--- src/rtl/lfsr5_win_monitor.sv ---
// Error-burst monitor: counts errors per WINDOW valid checked bits and raises
// a combinational loss strobe when the window total reaches LOSS_THRESH.
module lfsr5_win_monitor #(
  parameter int WINDOW      = 31,
  parameter int LOSS_THRESH = 4
) (
  input  logic clk,
  input  logic rst,
  input  logic clr,
  input  logic en,
  input  logic err,
  output logic loss
);

  localparam int CW = $clog2(WINDOW + 1);
  localparam int EW = $clog2(LOSS_THRESH + 1);

  logic [CW-1:0] win_cnt;
  logic [EW-1:0] win_err;
  logic [EW:0]   err_sum;
  logic          wrap;

  assign wrap    = (win_cnt == CW'(WINDOW - 1));
  assign err_sum = {1'b0, win_err} + {{EW{1'b0}}, err};
  assign loss    = en && (err_sum >= (EW+1)'(LOSS_THRESH));

  always_ff @(posedge clk or negedge rst) begin
    if (!rst) begin
      win_cnt <= '0;
      win_err <= '0;
    end else if (clr) begin
      win_cnt <= '0;
      win_err <= '0;
    end else if (en) begin
      if (wrap) begin
        // the wrap bit's error opens the next window
        win_cnt <= '0;
        win_err <= EW'(err);
      end else begin
        win_cnt <= win_cnt + CW'(1);
        win_err <= win_err + EW'(err);
      end
    end
  end

endmodule

--- config.mk ---
export PLATFORM = sky130hd
export DESIGN_NAME = lfsr5_win_monitor
export DESIGN_NICKNAME = d
export VERILOG_FILES = /design/src/rtl/lfsr5_win_monitor.sv
export SDC_FILE = /design/constraint.sdc
export NUM_CORES = 1
export LEC_CHECK = 0
export BUFFER_PORTS_ARGS = -buffer_cell sky130_fd_sc_hd__buf_2
export CORE_AREA = 4 4 41 43
export DETAILED_ROUTE_END_ITERATION = 16
export DIE_AREA = 0 0 45 47
export SYNTH_ARGS = -nofsm -noshare
export SYNTH_HDL_FRONTEND = slang
export SYNTH_SLANG_ARGS = --single-unit
export TNS_END_PERCENT = 50
--- constraint.sdc ---
create_clock -name clk -period 1.21 [get_ports clk]
set_input_delay 0.0605 -clock clk [delete_from_list [all_inputs] [get_ports clk]]
set_output_delay 0.0605 -clock clk [all_outputs]
set_load 0.05 [all_outputs]
==> flow_metrics.tcl, run 1 <==
set metrics [dict create \
    cap_viol_max_count 0 \
    final_nets 73 \
    grt_usage 0.110 \
    start_util 0.362 \
    synthSimpleGateAreaFrac 0.268 \
    synth_top_area_frac 0.424 \
    r2r_end "win_err[2]" \
    wl_um 967 \
    first_iter_violations 8 \
    place_area_um2 562 \
    worst_pin_slew_ns 0.293 \
    violations "negative setup slack" \
    vias 408 \
    finalSetupViolCount 5 \
    p_total_mw 0.576 \
    antennaDiodeCount 0 \
    synthTopCellsByCount "8 x dfrtp_1, 6 x nand2b_1, 5 x a21oi_1, 4 x ha_1" \
    die_height_um 47 \
    place.gp.congestion 0.691 \
    leakage_nw 0.276 \
    drive_gt1_frac 0.387 \
    clkTransAtPathRegs_ns 0.05 \
    status "complete, but fails checks" \
    cp-start-kind "flip-flop" \
    muxShareOfSynthArea 0.0212 \
    relSlewSlack 0.805 \
    slew_viol_final 0 \
    critical_path_class "flip-flop to output pin" \
    fin_crit_ns 1.41 \
    hold_slack_ns 0.0910 \
    grt_pass1_vias 401 \
    cts_num_sinks 8 \
    synthArstFlopShare 1.00 \
    via_per_inst 5.30 \
    synthTopCellsByArea "dfrtp_1 42%, ha_1 11%, nand2b_1 8.0%" \
    hpwlAfterDp_um 681 \
    synth.distinct_cells 23 \
    synth_compound_area_frac 0.154 \
    peakVddDrop_v 0.000483 \
    syn-instance-count 49 \
    ys_seq_area_frac 0.424 \
    whs_path_depth 2 \
    yosysMostFrequentCell "dfrtp_1" \
    grt_start_max_net_pins 18 \
    fin_util 0.514 \
    io_buffers 5 \
    cts_inserted_buffers 3 \
    crit_required_ns 1.15 \
    dieArea_um2 2120 \
    route.detailed.drc 0 \
    syn_nets 58 \
    fin_ws_ns -0.204 \
    hold_start "clr" \
    synth-seq-cells 8 \
    pwr_density_cell_nw_per_um2 860 \
    min_to "win_cnt[0]" \
    coreArea_um2 1300 \
    hold_viol_final 0 \
    hp-class "input port to flip-flop" \
    core.rowCount 13 \
    clk_latency_ns 0.25 \
    clock.fmax_ghz 0.707 \
    clock_skew_ns 0.000573 \
    pre_cts_slack_ns -0.184 \
    min_period_over_period 1.17 \
    synth_top_flop_cell "dfrtp_1" \
    cts_root_buf "clkbuf_4" \
    die_width_um 45 \
    critPathCaptureType "output pin" \
    rsz0062_at_grt "yes" \
    ff2ff_path_depth 5 \
    fill_cells 126 \
    synth_top_family_by_area "simple AND/OR/NAND/NOR gates" \
    ctsHtreeMaxLevel 1 \
    drt.antenna.violating_nets 0 \
    design_area_um2 669 \
    grt_overflow 0 \
    wl_per_cell_um 12.6 \
    crit_fanout 4 \
    synth_top_area_cell "dfrtp_1" \
    grt_pass1_wl_mm 1.67 \
    synthXorXnorAreaFrac 0 \
    synth_fa_ha_area_frac 0.106 \
    synth_edf_count 0 \
    tritoncts "built" \
    r2r_slack_ns -0.02 \
    io-pin-count 6 \
    area_delta_synth_final_pct 41.9 \
    clockBufferDepth 2 \
    firstDrtPassIters 4 \
    netlist_area_um2 472 \
    cp.arrival_ns 1.35 \
    antenna_found_initial 0 \
    ys.warnings.count 0 \
    r2r-start "win_err[0]" \
    synth_area_per_cell_um2 9.63 \
]
## state kept, by name, indices dropped and copies added, names as in the netlist
register  flops
win_cnt       5
win_err       3
## metrics by stage
step           instances  setup TNS, ns
2_1_floorplan         49         -0.191
3_3_place_gp          72         -0.501
3_5_place_dp          72         -0.627
4_1_cts               76         -0.393
5_1_grt               77         -0.905
6_report              77         -0.276
## what timing repair did
| action | in CTS | in global routing |
|---|---|---|
| hold endpoints to repair | 8 | 0 |
| setup endpoints to repair | 7 | 8 |
| gates resized for setup | 11 | 5 |
| hold buffers | 1 | 0 |
| pin swaps | 4 | 2 |
| cloned | 0 | 0 |
| buffers inserted | 0 | 1 |
## final cells by class
class | instances | area [um2] | share of cell area
multi-input cells | 38 | 334 | 0.499
flip-flops and latches | 8 | 200 | 0.299
repair buffers | 12 | 90.1 | 0.135
clock buffers | 3 | 22.5 | 0.0336
well taps | 15 | 18.8 | 0.0280
inverters | 1 | 3.75 | 0.00561
## kinds of logic (layout without fill, tap and decap cells)
group / count (synthesis) / after routing
simple gates: 21 / 21
flops: 8 / 8
compound gates: 12 / 12
buf+inv: 3 / 16
fa+ha+maj: 4 / 4
mux: 1 / 1
## power breakdown
group	switching, mW	internal [mW]	leakage (nW)	total, mW
sequential	0.00970	0.277	0.109	0.287
combinational	0.0455	0.0433	0.153	0.0888
clock	0.0866	0.113	0.0138	0.200
## how the worst max path moves through the flow
stage,start,to,slack (ns),depth (start not counted)
after detailed placement,win_err[0],loss,-0.18,5
after global routing,win_err[0],loss,-0.27,5
after floorplan,win_cnt[0],win_err[0],-0.07,5
after CTS,win_err[0],loss,-0.23,5
final,win_err[0],loss,-0.20,5
after global placement,win_cnt[0],win_cnt[2],-0.14,6
## layer usage
metal | share of wire | vias up | GRT usage
li1 | - | 210 | -
met1 | 0.49 | 195 | 0.142
met2 | 0.49 | 3 | 0.167
met3 | 0.021 | 0 | 0.0230
met4 | 0 | 0 | 0.0702
met5 | 0 | - | 0
## placed cells by master (no fill, tap or decap)
cell type      instances
nor2b_1                1
nand2b_1               6
buf_4                  5
clkbuf_4               3
buf_6                  2
a31oi_1                1
mux2i_1                1
a311oi_1               1
o21ai_4                1
dfrtp_1                8
inv_2                  1
a41oi_1                1
nand3_2                1
nor3_1                 1
a31oi_4                1
buf_2                  4
or3b_1                 1
a211oi_2               1
nand3b_1               1
o21ai_2                1
a21oi_1                5
nand3_1                3
nand4_1                2
nand2_1                1
dlygate4sd3_1          1
ha_2                   1
ha_4                   3
and3b_1                1
nor2_1                 3
## worst max-delay path, cell delays in order, from the launching register on
cell	delay (ns)
dfrtp_1	0.41
ha_4	0.18
ha_4	0.17
o21ai_4	0.14
a31oi_4	0.04
buf_6	0.17
(Power assumes the default switching activity.)
==> run 2: changes to the inputs <==
SKIP_LAST_GASP = 1   (was unset)
==> flow_metrics.tcl, run 2 (synthesized netlist as in run 1, its figures left out) <==
set metrics [dict create \
    status "complete, but fails checks" \
    violations "negative setup slack" \
    grt_pass1_wl_mm 1.67 \
    cts_num_sinks 8 \
    stdcell_count 77 \
    vias 405 \
    cts_inserted_buffers 3 \
    core.rowCount 13 \
    top_register "win_cnt" \
    crit_family "flip-flops" \
    drt.antenna.violating_nets 0 \
    layout_common_cells "8 x dfrtp_1, 6 x nand2b_1, 5 x a21oi_1, 5 x buf_4, 4 x buf_2" \
    grt_start_max_net_pins 18 \
    dieArea_um2 2120 \
    clk_latency_ns 0.25 \
    min_period_over_period 1.17 \
    drive_gt1_frac 0.371 \
    antenna_found_initial 0 \
    via_per_inst 5.26 \
    io_buffers 5 \
    relSlewSlack 0.806 \
    cap_viol_max_count 0 \
    first_iter_violations 11 \
    design_area_um2 667 \
    cp.arrival_ns 1.35 \
    firstDrtPassIters 4 \
    clock_skew_ns 0.000669 \
    crit_required_ns 1.15 \
    antennaDiodeCount 0 \
    peakVddDrop_v 0.000482 \
    crit_path_top_delay_cell "dfrtp_1" \
    coreArea_um2 1300 \
    crit_fanout 4 \
    leakage_nw 0.280 \
    hold_slack_ns 0.0854 \
    clockBufferDepth 2 \
    grt_pass1_vias 401 \
    wl_per_cell_um 12.4 \
    cpMostUsedCell "ha_4" \
    largest_reg_flops 5 \
    critical_path_class "flip-flop to output pin" \
    tritoncts "built" \
    place.gp.congestion 0.691 \
    critPathCaptureType "output pin" \
    cp_slowest_stage_delay_ns 0.41 \
    fin_ws_ns -0.204 \
    top_regs "win_cnt x5, win_err x3" \
    slew_viol_final 0 \
    area_delta_synth_final_pct 41.4 \
    hpwlAfterDp_um 681 \
    worst_pin_slew_ns 0.291 \
    seqCellArea_um2 200 \
    multiInputGateArea_um2 332 \
    route.detailed.drc 0 \
    cts_root_buf "clkbuf_4" \
    die_height_um 47 \
    fill_cells 128 \
    clock.fmax_ghz 0.707 \
    io-pin-count 6 \
    start_util 0.362 \
    ctsHtreeMaxLevel 1 \
    die_width_um 45 \
    setup_tns_ns -0.267 \
    rsz0062_at_grt "yes" \
    final_nets 73 \
    cp_num_buf_inv 1 \
    wl_um 953 \
    cp-start-kind "flip-flop" \
    dp_cells 72 \
    clkTransAtPathRegs_ns 0.05 \
    grt_usage 0.110 \
    final_common_cell "dfrtp_1" \
    place_area_um2 562 \
    hold_viol_final 0 \
    finalSetupViolCount 5 \
    hp-class "input port to flip-flop" \
    pwr_density_cell_nw_per_um2 863 \
    grt_overflow 0 \
    fin_crit_ns 1.41 \
    crit_path_cell_trace "ha_4 -> ha_4 -> o21ai_4 -> a31oi_4 -> buf_6" \
]
## run 2: power by group
group	internal [mW]	switching [mW]	total (mW)	leakage, nW
logic	0.0431	0.0450	0.0882	0.157
registers	0.277	0.00970	0.287	0.109
clock network	0.113	0.0871	0.200	0.0138
total	0.434	0.142	0.575	0.280
## run 2: worst paths after layout
kind / startpoint / to / slack [ns] / cells after the start
worst min-delay path: clr / win_cnt[0] / 0.09 / 2
max in group asynchronous: rst / win_err[2] / 0.85 / 2
worst max-delay path: win_err[0] / loss / -0.20 / 5
min in group asynchronous: rst / win_cnt[0] / 0.19 / 2
worst max register to register: win_err[0] / win_err[2] / -0.02 / 5
worst min register to register: win_cnt[0] / win_cnt[0] / 0.57 / 3
## run 2: timing repair
item | in CTS | in global routing
endpoints found under the hold margin | 8 | 0
setup endpoints to repair | 7 | 8
pin swaps | 2 | 2
setup buffers | 0 | 1
gates resized for setup | 10 | 5
hold buffers | 1 | 0
## run 2: cell type report
class | instances | share of cell area
multi-input cells | 38 | 0.497
flip-flops and latches | 8 | 0.300
clock buffers | 3 | 0.0338
inverters | 1 | 0.00563
well taps | 15 | 0.0281
repair buffers | 12 | 0.135
## run 2: worst register-to-register path: cells and delay by family, from the launching register on
family	cells	cell delay, ns
flip-flops	1	0.41
AND/OR/NAND/NOR	1	0.18
adder cells (fa/ha/maj)	2	0.35
AO/OA/AOI/OAI	2	0.18
## run 2: per-stage QoR
step | utilization | power, mW | setup WS (ns)
finish | 0.513 | 0.575 | -0.204
global route | 0.513 | 0.609 | -0.271
CTS | 0.489 | 0.576 | -0.232
detailed placement | 0.432 | 0.358 | -0.184
global placement | 0.432 | 0.356 | -0.141
floorplan | - | 0.329 | -0.0713
## run 2: routing by layer
layer  vias to the layer above  track usage  wire, um  share of wire
met3                         0       0.0230        20          0.021
met1                       192        0.142       472           0.50
met2                         3        0.167       461           0.48
li1                        210            -         -              -
met4                         0       0.0702         0              0
met5                         -            0         0              0
